[config.mk]
export PLATFORM = sky130hd
export DESIGN_NAME = mdu_issue_ctrl_flat
export DESIGN_NICKNAME = d
export VERILOG_FILES = /design/src/rtl/mdu_pkg.sv /design/src/rtl/mdu_issue_ctrl_if.sv /design/src/rtl/mdu_watchdog.sv /design/src/rtl/mdu_issue_ctrl.sv /design/src/flat_wrapper.sv
export SDC_FILE = /design/constraint.sdc
export NUM_CORES = 1
export LEC_CHECK = 0
export ABC_AREA = 1
export CAP_MARGIN = 25
export CORE_AREA = 3 3 163 165
export DETAILED_ROUTE_END_ITERATION = 6
export DIE_AREA = 0 0 166 168
export PLACE_DENSITY = 0.76
export SYNTH_ARGS = -nofsm -noshare
export SYNTH_HDL_FRONTEND = slang
export SYNTH_SLANG_ARGS = --single-unit
[constraint.sdc]
create_clock -name clock -period 4 [get_ports clock]
set_input_delay 0.4 -clock clock [delete_from_list [all_inputs] [get_ports clock]]
set_output_delay 0.4 -clock clock [all_outputs]
set_load 0.01 [all_outputs]
[src/rtl/mdu_pkg.sv]
// Shared definitions for the multiply/divide unit and its issue control.
// Op select is one-hot, bit 0 = mul through bit 7 = remu.
package mdu_pkg;

  localparam int MDU_OP_W = 8;

  localparam int MDU_MUL    = 0;
  localparam int MDU_MULH   = 1;
  localparam int MDU_MULHU  = 2;
  localparam int MDU_MULHSU = 3;
  localparam int MDU_DIV    = 4;
  localparam int MDU_DIVU   = 5;
  localparam int MDU_REM    = 6;
  localparam int MDU_REMU   = 7;

  typedef enum logic [1:0] {
    IDLE,
    BUSY,
    DONE
  } state_t;

  function automatic logic is_onehot8(
    input logic [MDU_OP_W-1:0] op
  );
    return (op != '0) &&
           ((op & (op - 1'b1)) == '0);
  endfunction

endpackage

[src/rtl/mdu_issue_ctrl_if.sv]
// Request, result and MDU-side bundles of the issue controller.
// slave is the controller, master is the pipeline plus MDU around it.
interface mdu_issue_ctrl_if #(
  parameter int XLEN  = 64,
  parameter int TAG_W = 5
);
  import mdu_pkg::*;

  logic                in_valid;
  logic                in_ready;
  logic [MDU_OP_W-1:0] in_op;
  logic [XLEN-1:0]     in_src1;
  logic [XLEN-1:0]     in_src2;
  logic [TAG_W-1:0]    in_tag;

  logic                out_valid;
  logic                out_ready;
  logic [XLEN-1:0]     out_result;
  logic [TAG_W-1:0]    out_tag;
  logic                out_err;

  logic [MDU_OP_W-1:0] mdu_op;
  logic [XLEN-1:0]     mdu_src1;
  logic [XLEN-1:0]     mdu_src2;
  logic                mdu_flush;
  logic [XLEN-1:0]     mdu_result;
  logic                mdu_ready;

  modport slave (
    input  in_valid, in_op, in_src1,
    input  in_src2, in_tag, out_ready,
    input  mdu_result, mdu_ready,
    output in_ready, out_valid, out_result,
    output out_tag, out_err, mdu_op,
    output mdu_src1, mdu_src2, mdu_flush
  );

  modport master (
    output in_valid, in_op, in_src1,
    output in_src2, in_tag, out_ready,
    output mdu_result, mdu_ready,
    input  in_ready, out_valid, out_result,
    input  out_tag, out_err, mdu_op,
    input  mdu_src1, mdu_src2, mdu_flush
  );

endinterface

[src/rtl/mdu_watchdog.sv]
// BUSY-cycle counter for the MDU issue controller.
// expire pulses in the TIMEOUT-th enabled cycle; TIMEOUT=0 disables.
module mdu_watchdog #(
  parameter int TIMEOUT = 128
) (
  input  logic clock,
  input  logic reset,
  input  logic clr,
  input  logic en,
  output logic expire
);

  localparam int CW =
    (TIMEOUT > 1) ? $clog2(TIMEOUT + 1) : 1;
  localparam logic [CW-1:0] LIM = CW'(TIMEOUT);
  localparam logic [CW-1:0] LAST =
    (TIMEOUT > 0) ? CW'(TIMEOUT - 1) : '0;

  logic [CW-1:0] cnt;

  // count enabled cycles, saturating at TIMEOUT
  always_ff @(posedge clock or negedge reset) begin
    if (!reset) begin
      cnt <= '0;
    end else if (clr) begin
      cnt <= '0;
    end else if (en && cnt != LIM) begin
      cnt <= cnt + CW'(1);
    end
  end

  assign expire = (TIMEOUT != 0) && en &&
                  (cnt == LAST);

endmodule

[src/rtl/mdu_issue_ctrl.sv]
// Execute-stage issue control for the MDU: one op in flight,
// operands held until mdu_ready, result returned with its tag.
module mdu_issue_ctrl
  import mdu_pkg::*;
#(
  parameter int XLEN    = 64,
  parameter int TAG_W   = 5,
  parameter int TIMEOUT = 128
) (
  input  logic             clock,
  input  logic             reset,
  input  logic             flush,
  mdu_issue_ctrl_if.slave  io
);

  state_t              state;
  logic                in_ready_q;
  logic                out_valid_q;
  logic                out_err_q;
  logic                mdu_flush_q;
  logic [XLEN-1:0]     out_result_q;
  logic [TAG_W-1:0]    out_tag_q;
  logic [MDU_OP_W-1:0] mdu_op_q;
  logic [XLEN-1:0]     src1_q;
  logic [XLEN-1:0]     src2_q;
  logic                accept;
  logic                busy;
  logic                expire;

  assign accept = (state == IDLE) && in_ready_q &&
                  io.in_valid && !flush;
  assign busy   = (state == BUSY);

  mdu_watchdog #(
    .TIMEOUT (TIMEOUT)
  ) u_wdog (
    .clock  (clock),
    .reset  (reset),
    .clr    (accept),
    .en     (busy),
    .expire (expire)
  );

  // issue FSM with all outputs registered; flush wins over everything
  always_ff @(posedge clock or negedge reset) begin
    if (!reset) begin
      state        <= IDLE;
      in_ready_q   <= 1'b0;
      out_valid_q  <= 1'b0;
      out_err_q    <= 1'b0;
      mdu_flush_q  <= 1'b0;
      out_result_q <= '0;
      out_tag_q    <= '0;
      mdu_op_q     <= '0;
      src1_q       <= '0;
      src2_q       <= '0;
    end else begin
      mdu_flush_q <= 1'b0;
      if (flush) begin
        state        <= IDLE;
        in_ready_q   <= 1'b1;
        out_valid_q  <= 1'b0;
        out_err_q    <= 1'b0;
        out_result_q <= '0;
        mdu_op_q     <= '0;
        mdu_flush_q  <= busy;
      end else begin
        unique case (state)
          IDLE: begin
            if (accept) begin
              in_ready_q <= 1'b0;
              out_tag_q  <= io.in_tag;
              if (is_onehot8(io.in_op)) begin
                state    <= BUSY;
                mdu_op_q <= io.in_op;
                src1_q   <= io.in_src1;
                src2_q   <= io.in_src2;
              end else begin
                state        <= DONE;
                out_valid_q  <= 1'b1;
                out_err_q    <= 1'b1;
                out_result_q <= '0;
              end
            end else begin
              in_ready_q <= 1'b1;
            end
          end
          BUSY: begin
            if (io.mdu_ready) begin
              state        <= DONE;
              mdu_op_q     <= '0;
              out_valid_q  <= 1'b1;
              out_err_q    <= 1'b0;
              out_result_q <= io.mdu_result;
            end else if (expire) begin
              state        <= DONE;
              mdu_op_q     <= '0;
              mdu_flush_q  <= 1'b1;
              out_valid_q  <= 1'b1;
              out_err_q    <= 1'b1;
              out_result_q <= '0;
            end
          end
          DONE: begin
            if (io.out_ready) begin
              state       <= IDLE;
              out_valid_q <= 1'b0;
              in_ready_q  <= 1'b1;
            end
          end
          default: begin
            state <= IDLE;
          end
        endcase
      end
    end
  end

  assign io.in_ready   = in_ready_q;
  assign io.out_valid  = out_valid_q;
  assign io.out_result = out_result_q;
  assign io.out_tag    = out_tag_q;
  assign io.out_err    = out_err_q;
  assign io.mdu_op     = mdu_op_q;
  assign io.mdu_src1   = src1_q;
  assign io.mdu_src2   = src2_q;
  assign io.mdu_flush  = mdu_flush_q;

endmodule

[src/flat_wrapper.sv]
// flat-port wrapper written by rule: the top's interface ports become plain ports
module mdu_issue_ctrl_flat import mdu_pkg::*;
#(
  parameter int XLEN    = 64,
  parameter int TAG_W   = 5,
  parameter int TIMEOUT = 128
)
  (clock, reset, flush, io_in_valid, io_in_op, io_in_src1, io_in_src2, io_in_tag, io_out_ready, io_mdu_result, io_mdu_ready, io_in_ready, io_out_valid, io_out_result, io_out_tag, io_out_err, io_mdu_op, io_mdu_src1, io_mdu_src2, io_mdu_flush);
  mdu_issue_ctrl_if #(.XLEN(XLEN), .TAG_W(TAG_W)) io_i ();
  input  logic clock;
  input  logic reset;
  input  logic flush;
  input wire logic [$bits(io_i.in_valid)-1:0] io_in_valid;
  input wire logic [$bits(io_i.in_op)-1:0] io_in_op;
  input wire logic [$bits(io_i.in_src1)-1:0] io_in_src1;
  input wire logic [$bits(io_i.in_src2)-1:0] io_in_src2;
  input wire logic [$bits(io_i.in_tag)-1:0] io_in_tag;
  input wire logic [$bits(io_i.out_ready)-1:0] io_out_ready;
  input wire logic [$bits(io_i.mdu_result)-1:0] io_mdu_result;
  input wire logic [$bits(io_i.mdu_ready)-1:0] io_mdu_ready;
  output wire logic [$bits(io_i.in_ready)-1:0] io_in_ready;
  output wire logic [$bits(io_i.out_valid)-1:0] io_out_valid;
  output wire logic [$bits(io_i.out_result)-1:0] io_out_result;
  output wire logic [$bits(io_i.out_tag)-1:0] io_out_tag;
  output wire logic [$bits(io_i.out_err)-1:0] io_out_err;
  output wire logic [$bits(io_i.mdu_op)-1:0] io_mdu_op;
  output wire logic [$bits(io_i.mdu_src1)-1:0] io_mdu_src1;
  output wire logic [$bits(io_i.mdu_src2)-1:0] io_mdu_src2;
  output wire logic [$bits(io_i.mdu_flush)-1:0] io_mdu_flush;
  assign io_i.in_valid = io_in_valid;
  assign io_i.in_op = io_in_op;
  assign io_i.in_src1 = io_in_src1;
  assign io_i.in_src2 = io_in_src2;
  assign io_i.in_tag = io_in_tag;
  assign io_i.out_ready = io_out_ready;
  assign io_i.mdu_result = io_mdu_result;
  assign io_i.mdu_ready = io_mdu_ready;
  assign io_in_ready = io_i.in_ready;
  assign io_out_valid = io_i.out_valid;
  assign io_out_result = io_i.out_result;
  assign io_out_tag = io_i.out_tag;
  assign io_out_err = io_i.out_err;
  assign io_mdu_op = io_i.mdu_op;
  assign io_mdu_src1 = io_i.mdu_src1;
  assign io_mdu_src2 = io_i.mdu_src2;
  assign io_mdu_flush = io_i.mdu_flush;
  mdu_issue_ctrl #(.XLEN(XLEN), .TAG_W(TAG_W), .TIMEOUT(TIMEOUT)) u_core (.clock(clock), .reset(reset), .flush(flush), .io(io_i));
endmodule
==> results.sh, run 1 <==
export IMPL_status="complete, no violations"
export IMPL_die_area_um2=27900
export IMPL_ys_types=28
export IMPL_ir_drop_v=0.000290
export IMPL_crit_top_cell="nand2_1"
export IMPL_antenna_cells=0
export IMPL_post_cts_buffers=0
export IMPL_arrival_ns=2.95
export IMPL_grt_pass1_wl_mm=44.5
export IMPL_synth_seq_area_share_pct=61.4
export IMPL_cts_inserted_buffers=25
export IMPL_cp_max_fo=35
export IMPL_syn_area_per_cell_um2=8.76
export IMPL_ys_warn_count=0
export IMPL_via_per_inst=4.58
export IMPL_drtPass1Iterations=4
export IMPL_fin_tns_setup_ns=0
export IMPL_p_per_area_nw_per_um2=462
export IMPL_wl_mm=28.0
export IMPL_cpPeakStageDelay_ns=0.46
export IMPL_antenna_found_initial=0
export IMPL_synth_enable_flop_cells=0
export IMPL_whs_ns=0.428
export IMPL_period_needed_ns=2.56
export IMPL_placed_area_um2=13400
export IMPL_crit_slowest_cell="dfrtp_1"
export IMPL_dp_hpwl_mm=20.6
export IMPL_tightestPinTransition_ns=0.939
export IMPL_stdcell_count=1775
export IMPL_design_area_um2=14300
export IMPL_crit_buf_inv=1
export IMPL_cp_cell_sequence="nor3_4, nand3_2, nand2_1, nand2_2, nor2_4, nand2_2, buf_12, nand2_1, nand2_1"
export IMPL_cts_htree_levels=1
export IMPL_cp_required_ns=4.39
export IMPL_clk_pin_slew_ns=0.06
export IMPL_cp_start_kind="flip-flop"
export IMPL_maxCapViolations=0
export IMPL_cts_buffer_depth=3
export IMPL_wire_per_inst_um=15.8
export IMPL_relSlewSlack_pct=37.3
export IMPL_period_share_pct=64.0
export IMPL_die_w_um=166
export IMPL_synth_net_count=1232
export IMPL_track_usage_pct=19.6
export IMPL_worstSetupEndpointType="flip-flop"
export IMPL_pre_cts_ws_ns=1.01
export IMPL_setup_viol=0
export IMPL_grt_pass1_vias=8359
export IMPL_clock_latency_ns=0.51
export IMPL_syn_to_final_growth_pct=60.0
export IMPL_hold_class="in -> reg"
export IMPL_final_antenna_net_count=0
export IMPL_clock_sinks=219
export IMPL_globalplace_congestion=0.867
export IMPL_port_buffers=419
export IMPL_drive_gt1_share_pct=4.36
export IMPL_core_um2=25200
export IMPL_vias=8130
export IMPL_async_reset_ff_share_pct=100
export IMPL_fmax_ghz=0.391
export IMPL_setup_ws_ns=1.44
export IMPL_gr_total_overflow=0
export IMPL_synthFlopType="dfrtp_1"
export IMPL_hold_viol=0
export IMPL_fp_dieH_um=168
export IMPL_netlist_area_um2=8930
export IMPL_p_leak_nw=7.03
export IMPL_crit_type="reg -> reg"
export IMPL_ys_seq_elements=219
export IMPL_fin_util_pct=56.7
export IMPL_num_rows=58
export IMPL_cts_tree="yes"
export IMPL_grt_max_degree=195
export IMPL_drv_slew=0
export IMPL_drc=0
export IMPL_io_pins=420
export IMPL_crit_family="simple AND/OR/NAND/NOR gates"
export IMPL_first_iter_violations=514
export IMPL_cts_root_buf="clkbuf_16"
export IMPL_rsz0062_at_grt="false"
export IMPL_finClkSkew_ns=0.00839
export IMPL_placed_cells=1730
export IMPL_finalPower_mw=6.60
export IMPL_initial_utilization_pct=35.5
export IMPL_fin_nets=1641
export IMPL_synthCells=1019
## path summary, 6_finish.rpt
kind                            cells past startpoint  slack [ns]                                   end                            startpoint
max in group asynchronous                           3        2.42  u_core.io.out_result[37]$_DFFE_PN0P_                                 reset
worst min register to register                      2        0.47  u_core.io.out_result[43]$_DFFE_PN0P_  u_core.io.out_result[43]$_DFFE_PN0P_
worst max register to register                      9        1.44  u_core.io.out_result[47]$_DFFE_PN0P_           u_core.state[0]$_DFFE_PN0P_
worst min-delay path                                3        0.43     u_core.io.mdu_src1[7]$_DFFE_PN0P_                         io_in_src1[7]
worst max-delay path                                9        1.44  u_core.io.out_result[47]$_DFFE_PN0P_           u_core.state[0]$_DFFE_PN0P_
min in group asynchronous                           2        0.52    u_core.io.mdu_src1[37]$_DFFE_PN0P_                                 reset
## timing repair
item	4_1_cts	5_1_grt
hold endpoints to repair	52	0
hold buffers	1	0
resized for setup	0	0
## routing by layer
layer | routed length [µm] | vias to the layer above | global-route usage, %
li1 | - | 3974 | -
met1 | 10800 | 3738 | 22.9
met2 | 13700 | 361 | 34.3
met3 | 2600 | 57 | 6.22
met4 | 909 | 0 | 6.44
met5 | 0 | - | 0
## cells in the final DEF (no fill, tap or decap), types with 8 or more instances in the layout
master           instances
o21ai_0                123
clkdlybuf4s50_1        418
dfrtp_1                219
nand3_1                 82
o21ai_1                 11
clkbuf_16               25
buf_4                    8
nand2_1                334
inv_1                  147
nor2_1                  24
## registers in the layout, summed over array words and instances, names as in the netlist
| register | cells |
|---|---|
| u_core.io.in_ready | 1 |
| u_core.io.mdu_flush | 1 |
| u_core.io.mdu_op | 8 |
| u_core.io.mdu_src1 | 64 |
| u_core.io.mdu_src2 | 64 |
| u_core.io.out_err | 1 |
| u_core.io.out_result | 64 |
| u_core.io.out_tag | 5 |
| u_core.io.out_valid | 1 |
| u_core.state | 2 |
| u_core.u_wdog.cnt | 8 |
## where the power goes
group	switching (mW)	internal, mW	leakage (nW)
Combinational	0.785	0.803	3.59
Sequential	0.178	2.49	3.01
Clock	0.902	1.45	0.425
## area by class of cell
type	count	area, µm²
Clock inverter	10	129
Fill cell	2202	10900
Multi-Input combinational cell	602	2660
Clock buffer	34	719
Inverter	149	559
Timing Repair Buffer	431	4330
Sequential cell	219	5480
Tap cell	330	413
## Yosys cell counts (2+ instances only)
cell	count	area (µm²)
buf_6	5	56.3
o21ai_0	123	616
nor3_1	4	20.0
a21oi_1	2	10.0
xor2_1	3	26.3
clkbuf_1	27	101
inv_2	2	7.51
nand2_1	334	1250
nand2_2	2	12.5
inv_1	147	552
o21ai_1	11	55.1
buf_2	17	85.1
dfrtp_1	219	5480
nand3b_1	2	15.0
nand3_1	82	410
ha_1	2	25.0
nand4_1	3	18.8
nor2_1	24	90.1
## worst min-delay path: stages
cell and delay (ns):
clkdlybuf4s50_1 0.39, inv_1 0.05, o21ai_1 0.06
## kinds of logic after synthesis
group | synth area share (%)
AOI/OAI and AO/OA | 7.81
buffers and inverters | 8.98
DFF | 61.4
adders and majority gates | 0.280
xor gates and xnor gates | 0.392
and+or+nand+nor | 21.2
Power figures use the tool's default switching activity.
==> inputs of run 2 (changes only) <==
CORE_AREA = default   (was 3 3 163 165)
CORE_MARGIN = 3   (was default)
CORE_UTILIZATION = 37   (was default)
DIE_AREA = default   (was 0 0 166 168)
PLACE_DENSITY = 0.82   (was 0.76)
clock period = 2.2 ns   (was 4 ns; I/O delays follow)
==> results.sh, run 2 (synthesis gave the netlist of run 1 again) <==
export IMPL_cp_required_ns=2.60
export IMPL_rsz0062_at_grt="false"
export IMPL_grt_pass1_vias=8502
export IMPL_whs_endpoint="u_core.io.mdu_src2[61]$_DFFE_PN0P_"
export IMPL_setup_viol=0
export IMPL_fmax_ghz=0.519
export IMPL_cpPeakStageDelay_ns=0.40
export IMPL_tightestPinTransition_ns=0.770
export IMPL_vias=8248
export IMPL_crit_type="reg -> reg"
export IMPL_die_area_um2=26000
export IMPL_ir_drop_v=0.000523
export IMPL_crit_slowest_cell="dfrtp_1"
export IMPL_cts_inserted_buffers=24
export IMPL_cp_max_fo=9
export IMPL_drc=0
export IMPL_die_w_um=161
export IMPL_design_area_um2=14400
export IMPL_syn_to_final_growth_pct=61.2
export IMPL_first_iter_violations=559
export IMPL_cts_tree="yes"
export IMPL_layout_common_cells="418 x clkdlybuf4s50_1, 334 x nand2_1, 219 x dfrtp_1"
export IMPL_track_usage_pct=21.1
export IMPL_num_rows=56
export IMPL_final_common_cell="clkdlybuf4s50_1"
export IMPL_cp_cell_sequence="ha_1, inv_1, nor2_1, nand3_1, nand3_1, nand2_2, nor2_4, buf_4, nand2_1, nand2_1, nand2_1"
export IMPL_stdcell_count=1768
export IMPL_maxCapViolations=0
export IMPL_antenna_found_initial=1
export IMPL_globalplace_congestion=0.824
export IMPL_clock_sinks=219
export IMPL_wire_per_inst_um=16.0
export IMPL_initial_utilization_pct=37.8
export IMPL_hold_class="in -> reg"
export IMPL_fin_nets=1644
export IMPL_hold_viol=0
export IMPL_r2r_slack_ns=0.27
export IMPL_period_share_pct=87.5
export IMPL_port_buffers=419
export IMPL_hold_start="io_in_src2[61]"
export IMPL_gr_total_overflow=0
export IMPL_r2r_end="u_core.io.mdu_op[7]$_DFFE_PN0P_"
export IMPL_clock_latency_ns=0.51
export IMPL_final_antenna_net_count=0
export IMPL_worstSetupEndpointType="flip-flop"
export IMPL_relSlewSlack_pct=48.7
export IMPL_io_pins=420
export IMPL_via_per_inst=4.67
export IMPL_drive_gt1_share_pct=4.42
export IMPL_cts_buffer_depth=3
export IMPL_grt_pass1_wl_mm=44.4
export IMPL_hold_path_depth=3
export IMPL_fp_dieH_um=161
export IMPL_p_per_area_nw_per_um2=854
export IMPL_grt_max_degree=145
export IMPL_r2r_start="u_core.u_wdog.cnt[1]$_DFFE_PN0P_"
export IMPL_core_um2=23600
export IMPL_crit_top_cell="nand2_1"
export IMPL_clk_pin_slew_ns=0.06
export IMPL_drtPass1Iterations=5
export IMPL_cts_root_buf="clkbuf_16"
export IMPL_fill_cells=1912
export IMPL_arrival_ns=2.32
export IMPL_finClkSkew_ns=0.00898
export IMPL_drv_slew=0
export IMPL_cts_resized=0
export IMPL_wl_mm=28.3
export IMPL_status="complete, no violations"
export IMPL_rr_worst_depth=11
export IMPL_placed_area_um2=13500
export IMPL_placed_cells=1723
export IMPL_period_needed_ns=1.93
export IMPL_p_leak_nw=7.07
export IMPL_cp_start_kind="flip-flop"
export IMPL_dp_hpwl_mm=20.3
export IMPL_cts_htree_levels=1
## run 2: cell count changes in the layout (fill, tap and decap cells not counted), sizes merged
cell    delta
clkbuf     +1
clkinv     -3
inv        -1
diode      +1
bufinv     +2
buf        +4
## run 2: worst max-delay path: cells and delay by family, from the launching register on
| family | cells | cell delay [ns] |
|---|---|---|
| fa+ha+maj | 1 | 0.21 |
| buf+inv | 2 | 0.24 |
| flops | 1 | 0.40 |
| simple gates | 8 | 0.94 |
## run 2: timing repair
item | CTS | global route
hold buffers | 1 | 0
setup buffers | 0 | 0
endpoints found under the hold margin | 219 | 0
endpoints found under the setup margin | 0 | 0
## run 2: layout make-up
| cell class | count | area (µm²) | share of cell area (%) |
|---|---|---|---|
| antenna | 1 | 2.50 | 0.0174 |
| clock buffer | 35 | 713 | 4.96 |
| clock inverter | 8 | 165 | 1.15 |
| inverter | 149 | 559 | 3.89 |
| multi-input combinational | 602 | 2660 | 18.5 |
| sequential | 219 | 5480 | 38.1 |
| tap | 319 | 399 | 2.77 |
| timing repair buffer | 435 | 4410 | 30.6 |
## run 2: how the worst max path moves through the flow
stage,from,end,slack [ns],depth (start not counted)
2_1_floorplan,u_core.u_wdog.cnt[1]$_DFFE_PN0P_,u_core.io.out_result[55]$_DFFE_PN0P_,0.48,12
3_3_place_gp,io_in_op[1],u_core.io.mdu_src2[26]$_DFFE_PN0P_,0.03,10
3_5_place_dp,io_in_op[1],u_core.io.mdu_src2[29]$_DFFE_PN0P_,-0.07,10
4_1_cts,u_core.u_wdog.cnt[1]$_DFFE_PN0P_,u_core.io.mdu_op[5]$_DFFE_PN0P_,0.24,11
5_1_grt,u_core.u_wdog.cnt[1]$_DFFE_PN0P_,u_core.io.mdu_op[5]$_DFFE_PN0P_,0.02,11
6_report,u_core.u_wdog.cnt[1]$_DFFE_PN0P_,u_core.io.mdu_op[7]$_DFFE_PN0P_,0.27,11
## run 2: power by group
group	switching, mW	internal, mW
logic	1.45	1.52
clock network	1.65	2.82
registers	0.325	4.52
## run 2: layer usage
layer	share of wire [%]	wire length [µm]	GRT usage, %	vias up
met1	37	10500	23.8	3859
met2	49	14000	36.7	351
met3	9.5	2680	7.23	70
met5	0	0	0	-
met4	3.9	1110	8.37	0
li1	-	-	-	3968
## run 2: stage by stage
stage          setup slack [ns]  total power, mW  hold slack, ns  utilization, %  TNS [ns]
2_1_floorplan             0.476             6.12         -0.0756               -         0
3_3_place_gp             0.0337             7.80           0.263            57.2         0
3_5_place_dp            -0.0664             7.89           0.270            57.2     -1.47
4_1_cts                   0.242             12.4           0.225            60.9         0
5_1_grt                  0.0179             12.9           0.246            60.9         0
6_report                  0.275             12.3           0.250            60.9         0
==> inputs of run 3 (changes only) <==
SETUP_SLACK_MARGIN = 0.3   (was default)
==> results.sh, run 3 (synthesis gave the netlist of run 1 again) <==
export IMPL_status="complete, no violations"
export IMPL_track_usage_pct=21.1
export IMPL_crit_type="reg -> reg"
export IMPL_vias=8400
export IMPL_drtPass1Iterations=5
export IMPL_period_needed_ns=1.80
export IMPL_globalplace_congestion=0.824
export IMPL_via_per_inst=4.73
export IMPL_grt_pass1_vias=8515
export IMPL_clk_pin_slew_ns=0.07
export IMPL_final_antenna_net_count=0
export IMPL_relSlewSlack_pct=48.0
export IMPL_antenna_found_initial=1
export IMPL_initial_utilization_pct=37.8
export IMPL_ir_drop_v=0.000525
export IMPL_wl_mm=30.0
export IMPL_r2r_slack_ns=0.40
export IMPL_num_rows=56
export IMPL_cts_htree_levels=1
export IMPL_hold_class="in -> reg"
export IMPL_fp_dieH_um=161
export IMPL_setup_ws_ns=0.404
export IMPL_arrival_ns=2.17
export IMPL_die_w_um=161
export IMPL_die_area_um2=26000
export IMPL_finClkSkew_ns=0.00918
export IMPL_setup_viol=0
export IMPL_layout_common_cells="418 x clkdlybuf4s50_1, 332 x nand2_1, 219 x dfrtp_1"
export IMPL_drv_slew=0
export IMPL_cts_buffer_depth=3
export IMPL_worstSetupEndpointType="flip-flop"
export IMPL_share_comb_of_total_power_pct=25.0
export IMPL_dp_hpwl_mm=20.3
export IMPL_first_iter_violations=500
export IMPL_cts_inserted_buffers=24
export IMPL_p_leak_nw=7.16
export IMPL_period_share_pct=81.6
export IMPL_power_switching_mw=3.48
export IMPL_seq_power_share_pct=39.0
export IMPL_cp_start_kind="flip-flop"
export IMPL_cts_tree="yes"
export IMPL_sw_frac_of_total_pct=28.0
export IMPL_cts_root_buf="clkbuf_16"
export IMPL_fmax_ghz=0.557
export IMPL_wire_per_inst_um=16.9
export IMPL_clock_latency_ns=0.51
export IMPL_clkPwrFrac_pct=35.9
export IMPL_cp_required_ns=2.58
export IMPL_final_common_cell="clkdlybuf4s50_1"
export IMPL_drc=0
export IMPL_hold_viol=0
export IMPL_syn_to_final_growth_pct=63.4
export IMPL_drive_gt1_share_pct=5.42
export IMPL_fin_util_pct=61.8
export IMPL_io_pins=420
export IMPL_clock_sinks=219
export IMPL_p_per_area_nw_per_um2=851
export IMPL_maxCapViolations=0
export IMPL_rsz0062_at_grt="true"
export IMPL_fin_nets=1653
export IMPL_grt_pass1_wl_mm=44.4
export IMPL_tightestPinTransition_ns=0.780
export IMPL_port_buffers=419
export IMPL_core_um2=23600
export IMPL_p_int_mw=8.94
export IMPL_pre_cts_ws_ns=-0.0664
export IMPL_placed_area_um2=13500
export IMPL_cp_max_fo=56
export IMPL_gr_total_overflow=0
export IMPL_design_area_um2=14600
export IMPL_grt_max_degree=145
export IMPL_whs_ns=0.246
==> run 3: changes by cell type in the layout (fill, tap and decap cells not counted), sizes merged <==
cell    delta
clkbuf     +4
buf        +5
==> run 3: final timing paths <==
kind | end | cells after the start | start
max | u_core.io.mdu_src1[37]$_DFFE_PN0P_ | 8 | u_core.state[0]$_DFFE_PN0P_
min | u_core.io.mdu_src2[61]$_DFFE_PN0P_ | 3 | io_in_src2[61]
max reg2reg | u_core.io.mdu_src1[37]$_DFFE_PN0P_ | 8 | u_core.state[0]$_DFFE_PN0P_
min reg2reg | u_core.io.out_result[0]$_DFFE_PN0P_ | 2 | u_core.io.out_result[0]$_DFFE_PN0P_
max in group asynchronous | u_core.io.mdu_src1[49]$_DFFE_PN0P_ | 3 | reset
min in group asynchronous | u_core.io.out_result[33]$_DFFE_PN0P_ | 3 | reset
==> run 3: critical path, cell delays in order, from the launching register on <==
cell	delay [ns]
dfrtp_1	0.47
nor3_4	0.26
nand3_2	0.13
inv_2	0.10
nand4_4	0.12
buf_4	0.18
buf_16	0.18
nand2_1	0.11
o21ai_0	0.10
==> run 3: per-stage QoR <==
step	total power [mW]	setup TNS [ns]	cells
floorplan	6.12	0	1019
global placement	7.80	0	1723
detailed placement	7.89	-1.47	1723
CTS	12.4	0	1767
global route	13.0	0	1777
finish	12.4	0	1777
==> run 3: layout make-up <==
class | instances | area, µm²
fill | 1878 | 9020
sequential | 219 | 5480
timing repair buffer | 444 | 4580
multi-input combinational | 602 | 2690
clock buffer | 35 | 713
inverter | 149 | 559
tap | 319 | 399
clock inverter | 8 | 165
antenna | 1 | 2.50
==> run 3: timing repair <==
action,4_1_cts,5_1_grt
hold buffers,1,0
endpoints found under the setup margin,8,90
resized for setup,1,10
cloned,0,5
endpoints found under the hold margin,219,0
buffers inserted,0,4
pin swaps,0,1
==> run 3: layer usage <==
layer	vias up	track usage (%)	wire length [µm]
met5	-	0	0
met4	0	8.37	1240
met3	77	7.23	2700
met2	365	36.8	14800
met1	3972	23.8	11300
li1	3986	-	-
==> run 3: power groups by stage <==
stage	clock network (mW)	logic (mW)	registers, mW
detailed placement	0	2.98	4.91
finish	4.46	3.11	4.85
global placement	0	2.91	4.89
global route	4.71	3.37	4.91
floorplan	0	1.03	5.09
CTS	4.58	3.01	4.85
==> RTL change 1: new RTL, settings of run 3 <==
`TAG_W` is set to 5 in 3 places; all go to 10.
--- a/src/rtl/mdu_issue_ctrl_if.sv
+++ b/src/rtl/mdu_issue_ctrl_if.sv
@@ -2,7 +2,7 @@
 // slave is the controller, master is the pipeline plus MDU around it.
 interface mdu_issue_ctrl_if #(
   parameter int XLEN  = 64,
-  parameter int TAG_W = 5
+  parameter int TAG_W = 10
 );
   import mdu_pkg::*;
 
--- a/src/rtl/mdu_issue_ctrl.sv
+++ b/src/rtl/mdu_issue_ctrl.sv
@@ -4,7 +4,7 @@
   import mdu_pkg::*;
 #(
   parameter int XLEN    = 64,
-  parameter int TAG_W   = 5,
+  parameter int TAG_W   = 10,
   parameter int TIMEOUT = 128
 ) (
   input  logic             clock,
--- a/src/flat_wrapper.sv
+++ b/src/flat_wrapper.sv
@@ -2,7 +2,7 @@
 module mdu_issue_ctrl_flat import mdu_pkg::*;
 #(
   parameter int XLEN    = 64,
-  parameter int TAG_W   = 5,
+  parameter int TAG_W   = 10,
   parameter int TIMEOUT = 128
 )
   (clock, reset, flush, io_in_valid, io_in_op, io_in_src1, io_in_src2, io_in_tag, io_out_ready, io_mdu_result, io_mdu_ready, io_in_ready, io_out_valid, io_out_result, io_out_tag, io_out_err, io_mdu_op, io_mdu_src1, io_mdu_src2, io_mdu_flush);
Interface: changed (resized io_in_tag and io_out_tag); port bits go from 420 to 430. The function was not compared with the original's and may differ.
==> RTL change 1 against run 3 <==
- area after synthesis rose by 1.9%
- sequential cell count rose by 5
- worst setup slack improved by 15 ps
- routed wire length fell by 0.35%
- sequential power rose by 3%
- power rose by 2.0%
- critical path depth rose by 3
- core utilization rose by 1.1 points
- cell area rose by 2.6%
- worst hold slack got worse by 8.7 ps
- critical endpoint is now u_core.io.out_result[21]$_DFFE_PN0P_
==> RTL change 1: results <==
set metrics [dict create \
    vias_per_cell 4.688 \
    detail_route.iter0.violations 531 \
    synth_commonest_cells "nand2_1 (350), dfrtp_1 (224), inv_1 (147)" \
    worst-path-max-fanout 12 \
    netlist_top_cells_area "dfrtp_1 (62%), nand2_1 (14%), inv_1 (6.1%), o21ai_0 (5.7%), nand3_1 (4.5%)" \
    tritoncts.num_buffers 25 \
    vias 8570 \
    slew_headroom_pct 64.50 \
    clock_skew_ps 15.33 \
    synthesis.yosys.warnings 0 \
    fin_nets 1707 \
    grt_first_pass_wirelength_mm 45.56 \
    hpwlAfterDp_mm 21.80 \
    synth_cell_type_count 26 \
    portBuffers 429 \
    p_leak_nw 7.359 \
    synthesis.instances 1040 \
    reg2reg_path_depth 11 \
    dp_slack_ps -35.67 \
    drt_wirelength_mm 29.91 \
    run_status "finished, final reports clean" \
    filler_cell_count 1887 \
    postSynthNetCount 1258 \
    grt_start_max_net_pins 71 \
    vdd_ir_drop_max_uv 508.5 \
    grt_pass1_vias 8507 \
    synth.yosys.seq_area_share_pct 61.61 \
    grtUsageTotal_pct 21.33 \
    critical_path.max_stage_delay_ps 400 \
    ys_async_sr_fraction_pct 100.0 \
    gp_congestion 0.8480 \
    final_layout_size_suffix_gt1_share_pct 6.565 \
]
RTL change 1: changes by cell type after synthesis, moves of 5 or more:
cell / change
buf_2: -9
nand2_1: +16
clkbuf_1: +10
o21ai_0: -19
o21ai_1: +19
dfrtp_1: +5
RTL change 1: worst paths after layout:
check | start | end | slack, ps
worst max-delay path | u_core.u_wdog.cnt[1]$_DFFE_PN0P_ | u_core.io.out_result[21]$_DFFE_PN0P_ | 420
worst min-delay path | io_in_src1[61] | u_core.io.mdu_src1[61]$_DFFE_PN0P_ | 240
worst max register to register | u_core.u_wdog.cnt[1]$_DFFE_PN0P_ | u_core.io.out_result[21]$_DFFE_PN0P_ | 420
worst min register to register | u_core.io.out_result[62]$_DFFE_PN0P_ | u_core.io.out_result[62]$_DFFE_PN0P_ | 460
max in group asynchronous | reset | u_core.state[0]$_DFFE_PN0P_ | 1280
min in group asynchronous | reset | u_core.io.out_tag[5]$_DFFE_PN0P_ | 260
RTL change 1: where the power goes:
| part | total, W | switching, W | internal, W | leakage (nW) |
|---|---|---|---|---|
| Sequential | 0.00501 | 0.000350 | 0.00466 | 3.07 |
| Clock | 0.00419 | 0.00168 | 0.00251 | 0.410 |
| Combinational | 0.00347 | 0.00166 | 0.00181 | 3.88 |
RTL change 1: logic make-up after synthesis:
family	after synthesis	synth area share (%)
AND/OR/NAND/NOR	473	21.34
flip-flops	224	61.61
buffers and inverters	199	8.732
AO/OA/AOI/OAI	138	7.660
XOR/XNOR	4	0.3851
adder cells (fa/ha/maj)	2	0.2750
RTL change 1: through the flow:
step           utilization (%)  TNS [ps]  instance area, um2  hold slack (ps)
2_1_floorplan                -         0                9099           -75.59
3_3_place_gp             58.64         0               13970            222.2
3_5_place_dp             58.64    -79.39               13970            229.4
4_1_cts                  62.20         0               14820            210.0
5_1_grt                  62.84         0               14970            224.2
6_report                 62.84         0               14970            237.8
RTL change 1: area by class of cell:
class                      count  area (um2)  area share, %
tap                          319       399.1          2.666
multi-input combinational    617        2734          18.26
sequential                   224        5607          37.45
timing repair buffer         472        4833          32.29
clock inverter                12       126.4         0.8441
antenna                        1       2.502        0.01672
clock buffer                  34       709.4          4.739
inverter                     149       559.3          3.736
RTL change 1: per-layer routing:
metal | global-route usage [%] | share of wire (%)
met1 | 25.62 | 38
met4 | 7.574 | 3.4
met3 | 5.799 | 8.6
met2 | 36.89 | 50
met5 | 0 | 0
RTL change 1: repair_timing:
item / CTS / global route
gates resized for setup: 1 / 11
endpoints found under the setup margin: 2 / 91
gates cloned: 0 / 4
buffers inserted: 0 / 3
pin swaps: 0 / 3
hold buffers: 1 / 0
endpoints found under the hold margin: 59 / 0
==> RTL change 2: new RTL, config.mk and constraints of run 3 <==
Made on the original files. Reset style: synchronous (`reset`), changed in 2 clocked blocks.
--- a/src/rtl/mdu_watchdog.sv
+++ b/src/rtl/mdu_watchdog.sv
@@ -19,7 +19,7 @@
   logic [CW-1:0] cnt;
 
   // count enabled cycles, saturating at TIMEOUT
-  always_ff @(posedge clock or negedge reset) begin
+  always_ff @(posedge clock) begin
     if (!reset) begin
       cnt <= '0;
     end else if (clr) begin
--- a/src/rtl/mdu_issue_ctrl.sv
+++ b/src/rtl/mdu_issue_ctrl.sv
@@ -42,7 +42,7 @@
   );
 
   // issue FSM with all outputs registered; flush wins over everything
-  always_ff @(posedge clock or negedge reset) begin
+  always_ff @(posedge clock) begin
     if (!reset) begin
       state        <= IDLE;
       in_ready_q   <= 1'b0;
Function: differs if reset is asserted again (counterexample within 4 cycles, from zero or initial values and one cycle with reset low); with reset held inactive, the same outputs for 4 cycles.
==> RTL change 2 against run 3 <==
- routed wire length is 1.3% lower
- sequential cell count stayed put
- cell count is 8.1% higher
- area after synthesis is 5.0% higher
- worst setup slack better by 36 ps
- die area is 4.8% higher
- via count is 11% higher
- cell area is 0.15% lower
- sequential share of layout area is 7.5 points lower
Power is not compared: it rests on default switching activity, and its combinational part moved more than twofold at a synthesized area within 25%.
==> RTL change 2: results <==
set metrics [dict create \
    grt_first_pass_wirelength_mm 44.49 \
    final_layout_size_suffix_gt1_share_pct 8.015 \
    worstHoldStart "reset" \
    r2r-start "u_core.u_wdog.cnt[1]$_SDFFE_PP0P_" \
    critical_path.max_stage_delay_ps 360 \
    fin_nets 1794 \
    worst_path_max_delay_cell "dfxtp_1" \
    worst-r2r-setup-slack_ps 440 \
    synth_cell_type_count 30 \
    run_status "finished, final reports clean" \
    synth.avg_cell_area_um2 7.804 \
    grt_pass1_vias 8831 \
    worst-endpoint-arrival_ps 2120 \
    postSynthNetCount 1414 \
    drt_wirelength_mm 29.64 \
    dpl.cell_count 1879 \
    reg2reg_path_depth 11 \
    dpl_cell_area_um2 13780 \
    netlist_top_cells_area "dfxtp_1 (47%), nand2_1 (11%), nand3b_1 (10%), a21oi_1 (9.8%), nor2_1 (6.9%)" \
    use_met3_pct 7.109 \
    m1WireLength_mm 11.09 \
    cp-endpoint "u_core.io.out_result[26]$_SDFFE_PP0P_" \
    antenna_violations_before_repair 0 \
    dp_slack_ps 60.25 \
    met3WireLength_mm 3.098 \
    detail_route.iter0.violations 699 \
    ys_async_sr_fraction_pct 0 \
    grtUsageTotal_pct 19.99 \
    cts.repair.resized 0 \
    worst-path-max-fanout 20 \
    gp_congestion 0.8288 \
    detailroute.wirelength.met2_mm 14.54 \
    vias_per_cell 4.852 \
    clock_skew_ps 17.22 \
    grt_start_max_net_pins 135 \
]
[RTL change 2: cell count changes after synthesis, sizes merged, moves of 73 or more]
cell	delta
inv	-115
a21oi	+201
nand3b	+128
nor2	+155
dfxtp	+219
nand3	-73
o21ai	-121
dfrtp	-219
[RTL change 2: worst min-delay path by stage]
stage,end,depth (start not counted)
after floorplan,u_core.io.in_ready$_SDFFE_PN0P_,2
after global placement,u_core.io.out_result[42]$_SDFFE_PP0P_,2
after detailed placement,u_core.io.out_result[42]$_SDFFE_PP0P_,2
after CTS,u_core.io.out_result[7]$_SDFFE_PP0P_,5
after global routing,u_core.state[1]$_SDFFE_PP0P_,5
final,u_core.state[1]$_SDFFE_PP0P_,5
[RTL change 2: kinds of logic (layout without fill, tap and decap cells)]
logic type | Yosys count | after routing | synth area share [%]
compound gates | 218 | 218 | 12.50
flops | 219 | 219 | 46.78
simple gates | 634 | 634 | 32.36
fa+ha+maj | 2 | 2 | 0.2669
xor+xnor | 2 | 2 | 0.1869
buf+inv | 126 | 522 | 7.916
[RTL change 2: layout make-up]
type / count / area (um2)
repair buffers: 446 / 4594
multi-input cells: 856 / 4263
inverters: 34 / 140.1
clock inverters: 6 / 63.81
well taps: 324 / 405.4
fillers: 2113 / 10040
clock buffers: 36 / 716.9
flip-flops and latches: 219 / 4384
[RTL change 2: power breakdown]
group,total (W),internal [W],switching (W)
clock network,0.00398,0.00236,0.00161
registers,0.00399,0.00398,0.00000836
logic,0.000808,0.000481,0.000327
[RTL change 2: worst register-to-register path, cell delays in order, from the launching register on]
cell and delay, ps:
dfxtp_1 360, ha_1 210, inv_1 80, nor2_1 100
nand2_1 70, nand2_1 110, nand3_2 100, inv_4 140
nand2_8 120, buf_12 190, nand2_1 80, a21oi_1 70
